--- config.mk ---
export PLATFORM = sky130hd
export DESIGN_NAME = uart_rx
export DESIGN_NICKNAME = d
export VERILOG_FILES = /design/src/rtl/uart_rx.sv
export SDC_FILE = /design/constraint.sdc
export NUM_CORES = 1
export LEC_CHECK = 0
export BUFFER_PORTS_ARGS = -buffer_cell sky130_fd_sc_hd__buf_2
export CAP_MARGIN = 20
export CORE_MARGIN = 2
export CORE_UTILIZATION = 57
export DETAILED_ROUTE_END_ITERATION = 6
export PLACE_DENSITY = 0.9
export SLEW_MARGIN = 0
export SYNTH_ARGS = -nofsm -noshare
export SYNTH_HDL_FRONTEND = slang
export SYNTH_SLANG_ARGS = --single-unit
--- constraint.sdc ---
create_clock -name clk_i -period 2.01 [get_ports clk_i]
set_input_delay 0.3015 -clock clk_i [delete_from_list [all_inputs] [get_ports clk_i]]
set_output_delay 0.3015 -clock clk_i [all_outputs]
set_load 0.01 [all_outputs]
--- src/rtl/uart_rx.sv ---
// UART receive deserialiser.
// Oversamples the rx line on the 16x baud_en tick, qualifies the start bit at
// mid-bit, then samples data, optional parity and stop at the centre of each
// bit. Each completed frame produces 1-clk result pulses and updates rx_data_o.
module uart_rx #(
  parameter int DATA_WIDTH  = 8,
  parameter int OVERSAMPLE  = 16,
  parameter int SYNC_STAGES = 2
) (
  input  logic                  clk_i,
  input  logic                  rst_ni,
  input  logic                  baud_en_i,
  input  logic                  rx_i,
  input  logic                  parity_en_i,
  input  logic                  parity_odd_i,
  output logic [DATA_WIDTH-1:0] rx_data_o,
  output logic                  rx_valid_o,
  output logic                  parity_err_o,
  output logic                  frame_err_o,
  output logic                  rx_busy_o
);

  localparam int TICK_W = $clog2(OVERSAMPLE);
  localparam int IDX_W  = (DATA_WIDTH > 1) ? $clog2(DATA_WIDTH) : 1;

  // Mid start bit is half a bit after the falling edge; later bits are a full
  // bit period apart, which keeps every sample near the bit centre.
  localparam logic [TICK_W-1:0] TICK_HALF = TICK_W'(OVERSAMPLE / 2 - 1);
  localparam logic [TICK_W-1:0] TICK_LAST = TICK_W'(OVERSAMPLE - 1);
  localparam logic [IDX_W-1:0]  IDX_LAST  = IDX_W'(DATA_WIDTH - 1);

  typedef enum logic [2:0] {
    IDLE,
    START,
    DATA,
    PARITY,
    STOP
  } state_t;

  logic [SYNC_STAGES-1:0] sync_reg;
  logic                   rx_s;

  state_t                 state_reg;
  logic [TICK_W-1:0]      tick_reg;
  logic [IDX_W-1:0]       bit_idx_reg;
  logic [DATA_WIDTH-1:0]  shift_reg;
  logic                   par_en_reg;
  logic                   par_odd_reg;
  logic                   par_err_reg;

  // Metastability synchroniser for the asynchronous rx line; resets to idle-high.
  always_ff @(posedge clk_i or negedge rst_ni) begin
    if (!rst_ni) begin
      sync_reg <= '1;
    end else begin
      sync_reg <= {sync_reg[SYNC_STAGES-2:0], rx_i};
    end
  end

  assign rx_s = sync_reg[SYNC_STAGES-1];

  // Frame FSM: advances only on baud ticks; result pulses self-clear every clk.
  always_ff @(posedge clk_i or negedge rst_ni) begin
    if (!rst_ni) begin
      state_reg    <= IDLE;
      tick_reg     <= '0;
      bit_idx_reg  <= '0;
      shift_reg    <= '0;
      par_en_reg   <= 1'b0;
      par_odd_reg  <= 1'b0;
      par_err_reg  <= 1'b0;
      rx_data_o    <= '0;
      rx_valid_o   <= 1'b0;
      parity_err_o <= 1'b0;
      frame_err_o  <= 1'b0;
    end else begin
      rx_valid_o   <= 1'b0;
      parity_err_o <= 1'b0;
      frame_err_o  <= 1'b0;

      if (baud_en_i) begin
        unique case (state_reg)
          IDLE: begin
            if (!rx_s) begin
              state_reg   <= START;
              tick_reg    <= '0;
              // Frame format is frozen for the whole frame.
              par_en_reg  <= parity_en_i;
              par_odd_reg <= parity_odd_i;
              par_err_reg <= 1'b0;
            end
          end

          START: begin
            if (tick_reg == TICK_HALF) begin
              if (!rx_s) begin
                state_reg   <= DATA;
                tick_reg    <= '0;
                bit_idx_reg <= '0;
              end else begin
                // Line went back high before mid-bit: treat as a glitch.
                state_reg <= IDLE;
              end
            end else begin
              tick_reg <= tick_reg + 1'b1;
            end
          end

          DATA: begin
            if (tick_reg == TICK_LAST) begin
              tick_reg    <= '0;
              // LSB arrives first, so shifting in at the MSB leaves it at bit 0.
              shift_reg   <= {rx_s, shift_reg[DATA_WIDTH-1:1]};
              bit_idx_reg <= bit_idx_reg + 1'b1;
              if (bit_idx_reg == IDX_LAST) begin
                state_reg <= par_en_reg ? PARITY : STOP;
              end
            end else begin
              tick_reg <= tick_reg + 1'b1;
            end
          end

          PARITY: begin
            if (tick_reg == TICK_LAST) begin
              tick_reg    <= '0;
              par_err_reg <= (^shift_reg) ^ rx_s ^ par_odd_reg;
              state_reg   <= STOP;
            end else begin
              tick_reg <= tick_reg + 1'b1;
            end
          end

          STOP: begin
            if (tick_reg == TICK_LAST) begin
              tick_reg     <= '0;
              rx_data_o    <= shift_reg;
              rx_valid_o   <= rx_s;
              frame_err_o  <= !rx_s;
              parity_err_o <= par_err_reg;
              // Return immediately at mid stop bit so back-to-back frames work.
              state_reg    <= IDLE;
            end else begin
              tick_reg <= tick_reg + 1'b1;
            end
          end

          default: begin
            state_reg <= IDLE;
          end
        endcase
      end
    end
  end

  assign rx_busy_o = (state_reg != IDLE);

endmodule
==> impl_metrics.json, run 1 <==
{
  "status": "finished clean",
  "finalSetupViolations": 0,
  "cts_max_level": 2,
  "synth_edf_count": 0,
  "grt_use_total": 0.205,
  "antenna_found_initial": 0,
  "ys_async_sr_fraction": 1.00,
  "clock_power_share": 0.196,
  "leakagePower_uw": 0.000934,
  "routedWlPerCell_um": 15.3,
  "die_area_mm2": 0.00335,
  "drive_gt1_frac": 0.348,
  "clock_skew_ns": 0.00393,
  "cp-end-kind": "register",
  "r2r-end": "state_reg[0]$_DFFE_PN0P_",
  "comb_power_share": 0.294,
  "drtAntennaViolNets": 0,
  "p_sw_frac": 0.329,
  "place.gp.congestion": 0.794,
  "synth_top_cells_by_area": "dfrtp_1 48%, mux2_2 12%, dfstp_2 3.2%",
  "rows": 19,
  "cts_tree": "built",
  "min_path_type": "in -> async",
  "postRouteWirelength_um": 2940,
  "postSynthAreaPerCell_um2": 11.9,
  "grt_max_degree": 35,
  "r2r_slack_ns": 0.15,
  "drc": 0,
  "grt_pass1_wl_um": 5010,
  "viasPerCell": 5.86,
  "synth_seq_cells": 34,
  "synth_ff_type": "dfrtp_1",
  "setup_ws_ns": 0.147,
  "yosysWarnings": 0,
  "r2r-start": "tick_reg[0]$_DFFE_PN0P_",
  "dp_slack_ns": 0.0636,
  "area_delta_synth_final_pct": 11.1,
  "switchingPower_uw": 622,
  "core_mm2": 0.00276,
  "cts_buffer_depth": 2,
  "drt_iter0_markers": 44,
  "min_period_ns": 1.86,
  "num-fill-cells": 221,
  "cts_made_buffers": 5,
  "reg2reg_depth": 5,
  "initial_utilization": 0.600,
  "maxClockFrequency_mhz": 537,
  "cp_max_fo": 6,
  "gr-total-overflow": 0,
  "die_x_um": 57.9,
  "power.density_mw_per_mm2": 1030,
  "ys_types": 44,
  "nNetsFinal": 169,
  "setup_tns_ns": 0,
  "yosysTopAreaCell": "dfrtp_1",
  "internal-power_uw": 1270,
  "path_class": "reg -> reg",
  "dr.pass1.iters": 4,
  "finalCritPeriodShare": 0.927,
  "seqPwrFrac": 0.510,
  "synth_cells": 139,
  "path_clk_slew_ns": 0.10,
  "maxCapViolCount": 0,
  "antenna_cells": 0,
  "clk_latency_ns": 0.33,
  "hold_viol_final": 0,
  "synth_nets": 148,
  "port_buffers": 17,
  "peakVddDrop_v": 0.000770,
  "cts-root-buf": "clkbuf_4",
  "ys_seq_area_frac": 0.516,
  "slew-limit-headroom": 0.521,
  "final-max-slew-violation-count": 0,
  "cp-start-kind": "register",
  "cts_sinks": 34,
  "worst_pin_slew_ns": 0.719,
  "pin_count": 18,
  "syn_area_mm2": 0.00165,
  "synth_top_area_share": 0.484,
  "die_y_um": 57.9,
  "cp.arrival_ns": 2.09,
  "power_uw": 1890,
  "critPathRequiredTime_ns": 2.23,
  "hpwlAfterDp_um": 2110,
  "vias": 1125,
  "grt_pass1_vias": 1099,
  "rsz0062_at_grt": "false"
}
## through the flow
stage | utilization | hold slack (ns) | cell area (um2) | std cells
6_report | 0.667 | 0.00542 | 1840 | 192
4_1_cts | 0.656 | 0.00941 | 1810 | 189
3_3_place_gp | 0.634 | 0.346 | 1750 | 181
3_5_place_dp | 0.634 | 0.353 | 1750 | 181
5_1_grt | 0.667 | 0.0243 | 1840 | 192
2_1_floorplan | - | 0.00591 | 1650 | 139
## repair_timing
action / 4_1_cts / 5_1_grt
setup buffers: 0 / 2
resized for setup: 0 / 1
hold endpoints to repair: 0 / 1
hold buffers: 0 / 1
setup endpoints to repair: 0 / 11
## critical path, stage by stage (launching register included)
cell and delay, ns:
dfrtp_1 0.43, ha_1 0.27, and3b_1 0.21, or3_4 0.41, nand3_2 0.11, mux2_1 0.32
## cells in the final DEF, fill, tap and decap left out, types with 2 or more instances in the layout
cell	Yosys	routed
mux2_1	2	2
xnor2_1	6	6
mux2_2	17	17
nor2b_1	2	2
clkbuf_4	0	5
buf_4	2	4
o21ai_1	3	3
nor2_1	8	8
buf_2	5	17
dfrtp_1	32	32
a22o_1	3	3
nand3_1	6	6
a21oi_1	3	3
or3_4	2	3
nand2_1	4	4
and3_1	2	2
ha_1	3	3
dfstp_2	2	2
inv_1	5	5
o21ai_0	4	4
nand4_1	3	3
mux2_4	2	2
## Yosys cell counts, types with 3 or more instances
cell type / n
mux2_2: 17
nand4_1: 3
dfrtp_1: 32
nand2_1: 4
buf_2: 5
a21oi_1: 3
o21ai_0: 4
nand3_1: 6
inv_1: 5
nor2_1: 8
xnor2_1: 6
ha_1: 3
o21ai_1: 3
a22o_1: 3
## kinds of logic after synthesis
| group | after synthesis | share of synthesized area |
|---|---|---|
| adders and majority gates | 3 | 0.0227 |
| buffers and inverters | 13 | 0.0378 |
| xor gates and xnor gates | 8 | 0.0507 |
| muxes | 22 | 0.154 |
| DFF | 34 | 0.516 |
| and+or+nand+nor | 39 | 0.136 |
| AOI/OAI and AO/OA | 20 | 0.0832 |
## worst max-delay path by stage
stage                       startpoint                        to
6_report       tick_reg[0]$_DFFE_PN0P_  state_reg[0]$_DFFE_PN0P_
3_3_place_gp   tick_reg[0]$_DFFE_PN0P_  state_reg[0]$_DFFE_PN0P_
4_1_cts        tick_reg[0]$_DFFE_PN0P_  rx_data_o[5]$_DFFE_PN0P_
5_1_grt        tick_reg[0]$_DFFE_PN0P_  state_reg[0]$_DFFE_PN0P_
3_5_place_dp   tick_reg[0]$_DFFE_PN0P_  rx_data_o[5]$_DFFE_PN0P_
2_1_floorplan  tick_reg[0]$_DFFE_PN0P_  state_reg[0]$_DFFE_PN0P_
## final cells by class
cell class | count | area, um2 | share of cell area
Clock inverter | 3 | 21.3 | 0.0116
Multi-Input combinational cell | 92 | 743 | 0.404
Tap cell | 31 | 38.8 | 0.0211
Inverter | 5 | 18.8 | 0.0102
Sequential cell | 34 | 853 | 0.464
Timing Repair Buffer | 22 | 125 | 0.0681
Clock buffer | 5 | 37.5 | 0.0204
## power groups by stage
stage | Clock [uW] | Sequential (uW) | Combinational (uW)
CTS | 391 | 960 | 558
finish | 371 | 964 | 556
floorplan | 0 | 902 | 510
detailed placement | 0 | 974 | 556
global route | 425 | 986 | 617
global placement | 0 | 955 | 530
## routing by layer
layer	up-vias	track usage	share of wire	wire, um
li1	533	-	-	-
met1	551	0.247	0.41	1210
met2	35	0.321	0.52	1530
met3	6	0.0759	0.050	147
met4	0	0.106	0.017	49
met5	-	0	0	0
No activity file was read; power rests on OpenSTA's default activity.
==> run 2, diff against run 1 <==
--- a/config.mk
+++ b/config.mk
@@ -10,6 +10,7 @@
 export CORE_MARGIN = 2
 export CORE_UTILIZATION = 57
 export DETAILED_ROUTE_END_ITERATION = 6
+export HOLD_SLACK_MARGIN = 0.15
 export PLACE_DENSITY = 0.9
 export SLEW_MARGIN = 0
 export SYNTH_ARGS = -nofsm -noshare
==> impl_metrics.json, run 2 (same netlist as run 1, synthesis figures left out) <==
{
  "critPathRequiredTime_ns": 2.23,
  "hold_viol_final": 0,
  "r2r-end": "state_reg[0]$_DFFE_PN0P_",
  "rsz0062_at_grt": "false",
  "final-max-slew-violation-count": 0,
  "status": "finished clean",
  "path_clk_slew_ns": 0.11,
  "grt_pass1_wl_um": 5040,
  "nNetsFinal": 170,
  "finalSetupViolations": 0,
  "initial_utilization": 0.600,
  "area_delta_synth_final_pct": 11.7,
  "antenna_cells": 0,
  "hp-start": "parity_odd_i",
  "cts-root-buf": "clkbuf_4",
  "die_x_um": 57.9,
  "finalCritPeriodShare": 0.929,
  "antenna_found_initial": 0,
  "min_path_type": "in -> reg",
  "clock_skew_ns": 0.00563,
  "pin_count": 18,
  "maxCapViolCount": 0,
  "grt_use_total": 0.206,
  "cts_sinks": 34,
  "setup_tns_ns": 0,
  "drive_gt1_frac": 0.346,
  "routedWlPerCell_um": 15.2,
  "cts_made_buffers": 5,
  "drc": 0,
  "cp.arrival_ns": 2.09,
  "leakagePower_uw": 0.000938,
  "drt_iter0_markers": 48,
  "power.density_mw_per_mm2": 1020,
  "grt_pass1_vias": 1111,
  "cts_buffer_depth": 2,
  "hold_end": "par_odd_reg$_DFFE_PN0P_",
  "port_buffers": 17,
  "die_y_um": 57.9,
  "cts_tree": "built",
  "dr.pass1.iters": 4,
  "r2r_slack_ns": 0.14,
  "cp_max_fo": 6,
  "cts_max_level": 2,
  "grt_max_degree": 35,
  "maxClockFrequency_mhz": 536,
  "gr-total-overflow": 0,
  "layout_commonest_cell": "dfrtp_1",
  "viasPerCell": 5.91,
  "cp-start-kind": "register",
  "rows": 19,
  "postRouteWirelength_um": 2940,
  "slew-limit-headroom": 0.519,
  "peakVddDrop_v": 0.000769,
  "die_area_mm2": 0.00335,
  "hpwlAfterDp_um": 2110,
  "vias": 1140,
  "cp-end-kind": "register",
  "core_mm2": 0.00276,
  "path_class": "reg -> reg",
  "most-common-layout-cells": "32 x dfrtp_1, 17 x mux2_2, 17 x buf_2",
  "worst_pin_slew_ns": 0.721,
  "min_period_ns": 1.87,
  "clk_latency_ns": 0.34,
  "reg2reg_depth": 5,
  "power_uw": 1890,
  "r2r-start": "tick_reg[0]$_DFFE_PN0P_",
  "holdPathStages": 2,
  "place.gp.congestion": 0.794,
  "drtAntennaViolNets": 0
}
run 2: worst max-delay path, stage by stage (launching register included):
cell     delay (ns)
dfrtp_1        0.43
ha_1           0.27
and3b_1        0.21
or3_4          0.41
nand3_2        0.11
mux2_1         0.32
run 2: layout make-up:
cell class | instances | area [um2]
inverters | 5 | 18.8
clock inverters | 3 | 21.3
repair buffers | 23 | 135
flip-flops and latches | 34 | 853
multi-input cells | 92 | 743
clock buffers | 5 | 37.5
fillers | 220 | 910
well taps | 31 | 38.8
run 2: worst max path at each step:
stage	from	to	slack (ns)	depth (start not counted)
3_5_place_dp	tick_reg[0]$_DFFE_PN0P_	rx_data_o[5]$_DFFE_PN0P_	0.06	4
3_3_place_gp	tick_reg[0]$_DFFE_PN0P_	state_reg[0]$_DFFE_PN0P_	0.14	5
5_1_grt	tick_reg[0]$_DFFE_PN0P_	state_reg[0]$_DFFE_PN0P_	0.07	5
6_report	tick_reg[0]$_DFFE_PN0P_	state_reg[0]$_DFFE_PN0P_	0.14	5
4_1_cts	tick_reg[0]$_DFFE_PN0P_	rx_data_o[5]$_DFFE_PN0P_	0.04	4
2_1_floorplan	tick_reg[0]$_DFFE_PN0P_	state_reg[0]$_DFFE_PN0P_	0.21	6
run 2: layer usage:
layer / share of wire / vias up / wire length, um / global-route usage
met2: 0.52 / 38 / 1540 / 0.325
met4: 0.017 / 0 / 49 / 0.106
met1: 0.42 / 561 / 1220 / 0.247
li1: - / 535 / - / -
met3: 0.045 / 6 / 132 / 0.0759
met5: 0 / - / 0 / 0
run 2: timing repair:
action / CTS / global route
endpoints found under the setup margin: 0 / 11
setup buffers: 0 / 2
endpoints found under the hold margin: 33 / 0
hold buffers: 2 / 0
resized for setup: 0 / 1
run 2: metrics by stage:
stage,setup WS [ns],util,instance area (um2),hold WS (ns),std cells
floorplan,0.207,-,1650,0.00591,139
global placement,0.140,0.634,1750,0.346,181
detailed placement,0.0636,0.634,1750,0.353,181
CTS,0.0373,0.663,1830,0.171,191
global route,0.0739,0.670,1850,0.160,193
finish,0.143,0.670,1850,0.193,193
run 2: power breakdown:
group	internal [uW]	leakage, uW	switching, uW
Combinational	330	0.000466	228
Sequential	804	0.000441	159
Clock	136	0.0000312	238
==> run 3, diff against run 2 <==
==> constraint.sdc (replaced) <==
create_clock -name clk_i -period 2.1 [get_ports clk_i]
set_input_delay 0.315 -clock clk_i [delete_from_list [all_inputs] [get_ports clk_i]]
set_output_delay 0.315 -clock clk_i [all_outputs]
set_load 0.01 [all_outputs]
==> impl_metrics.json, run 3 (same netlist as run 1, synthesis figures left out) <==
{
  "status": "finished clean",
  "cts-root-buf": "clkbuf_4",
  "min_period_ns": 1.96,
  "viasPerCell": 5.87,
  "maxCapViolCount": 0,
  "cp-start-kind": "register",
  "nNetsFinal": 169,
  "cts_made_buffers": 5,
  "die_x_um": 57.9,
  "rsz0062_at_grt": "false",
  "cp.arrival_ns": 2.17,
  "cp_slowest_stage_delay_ns": 0.47,
  "slew-limit-headroom": 0.518,
  "grt_use_total": 0.197,
  "seq_area_um2": 853,
  "layout_commonest_cell": "dfrtp_1",
  "drive_gt1_frac": 0.335,
  "leakagePower_uw": 0.000934,
  "maxClockFrequency_mhz": 511,
  "clock_skew_ns": 0.00486,
  "most-common-layout-cells": "32 x dfrtp_1, 17 x mux2_2, 17 x buf_2",
  "drtAntennaViolNets": 0,
  "p_sw_frac": 0.317,
  "grt_pass1_wl_um": 4910,
  "clock_power_share": 0.205,
  "post_cts_resized": 0,
  "cts_max_level": 2,
  "place.gp.congestion": 0.804,
  "clk_latency_ns": 0.33,
  "cts_sinks": 34,
  "drt_iter0_markers": 32,
  "rows": 19,
  "worst_pin_slew_ns": 0.723,
  "core_mm2": 0.00276,
  "hpwlAfterDp_um": 2140,
  "drc": 0,
  "dr.pass1.iters": 4,
  "die_area_mm2": 0.00335,
  "cts_tree": "built",
  "path_clk_slew_ns": 0.10,
  "port_buffers": 17,
  "antenna_cells": 0,
  "seqPwrFrac": 0.503,
  "cp-end-kind": "register",
  "multi_input_area_um2": 738,
  "grt_pass1_vias": 1138,
  "area_delta_synth_final_pct": 11.3,
  "initial_utilization": 0.600,
  "finalCritPeriodShare": 0.931,
  "finalSetupViolations": 0,
  "postRouteWirelength_um": 2890,
  "worst_path_max_delay_cell": "or3_1",
  "switchingPower_uw": 580,
  "crit_chain": "ha_1, and3b_1, or3_1, nand3_2, mux2_1",
  "path_class": "reg -> reg",
  "vias": 1127,
  "peakVddDrop_v": 0.000716,
  "routedWlPerCell_um": 15.1,
  "die_y_um": 57.9,
  "num-fill-cells": 213,
  "cp_max_fo": 6,
  "holdPathStages": 2,
  "reg2reg_depth": 5,
  "setup_tns_ns": 0,
  "pin_count": 18,
  "internal-power_uw": 1250,
  "grt_max_degree": 35,
  "final-max-slew-violation-count": 0,
  "antenna_found_initial": 0,
  "power.density_mw_per_mm2": 992,
  "gr-total-overflow": 0,
  "min_path_type": "in -> reg",
  "hold_viol_final": 0,
  "power_uw": 1830,
  "critPathRequiredTime_ns": 2.32,
  "comb_power_share": 0.292,
  "cts_buffer_depth": 2
}
-- run 3: cell types whose count changed in the layout (fill, tap and decap cells not counted), sizes merged --
cell	before	now
clkinv	2	1
clkbuf	5	6
buf	21	20
-- run 3: final timing paths --
path                                         startpoint                    endpoint  slack (ns)
max in group asynchronous                        rst_ni  bit_idx_reg[2]$_DFFE_PN0P_        1.06
min in group asynchronous                        rst_ni    state_reg[1]$_DFFE_PN0P_        0.57
worst max-delay path            tick_reg[0]$_DFFE_PN0P_    state_reg[0]$_DFFE_PN0P_        0.14
worst min-delay path                        parity_en_i      par_en_reg$_DFFE_PN0P_        0.21
worst min register to register    sync_reg[0]$_DFF_PN1_       sync_reg[1]$_DFF_PN1_        0.37
worst max register to register  tick_reg[0]$_DFFE_PN0P_    state_reg[0]$_DFFE_PN0P_        0.14
-- run 3: per-stage QoR --
| step | instance area (um2) | setup slack (ns) | instances | utilization | hold slack, ns |
|---|---|---|---|---|---|
| after floorplan | 1650 | 0.297 | 139 | - | 0.0194 |
| after global placement | 1740 | 0.231 | 180 | 0.632 | 0.346 |
| final | 1840 | 0.144 | 192 | 0.667 | 0.210 |
| after detailed placement | 1740 | 0.125 | 180 | 0.632 | 0.354 |
| after CTS | 1830 | 0.101 | 190 | 0.662 | 0.195 |
| after global routing | 1840 | 0.0647 | 192 | 0.667 | 0.195 |
-- run 3: power by group through the flow --
stage | Sequential [uW] | Combinational, uW | Clock [uW]
finish | 918 | 534 | 374
global route | 940 | 593 | 419
CTS | 918 | 541 | 391
detailed placement | 931 | 538 | 0
global placement | 913 | 508 | 0
floorplan | 863 | 489 | 0
-- run 3: cell type report --
| type | instances | share of cell area |
|---|---|---|
| inverter | 5 | 0.0102 |
| sequential | 34 | 0.464 |
| multi-input combinational | 92 | 0.401 |
| clock inverter | 2 | 0.00680 |
| clock buffer | 6 | 0.0279 |
| timing repair buffer | 22 | 0.0693 |
| tap | 31 | 0.0211 |
-- run 3: per-layer routing --
layer	global-route usage	up-vias	routed length [um]	share of wire
met3	0.0647	8	94	0.033
met5	0	-	0	0
li1	-	534	-	-
met1	0.225	565	1180	0.41
met2	0.336	20	1540	0.53
met4	0.0897	0	70	0.024
-- run 3: repair_timing --
| action | CTS | global route |
|---|---|---|
| hold endpoints to repair | 33 | 0 |
| buffers inserted | 0 | 2 |
| setup endpoints to repair | 0 | 8 |
| hold buffers | 2 | 0 |
-- run 3: critical path, delay by kind of cell, from the launching register on --
family	cells	cell delay [ns]
fa+ha+maj	1	0.27
flops	1	0.43
mux	1	0.32
simple gates	3	0.83
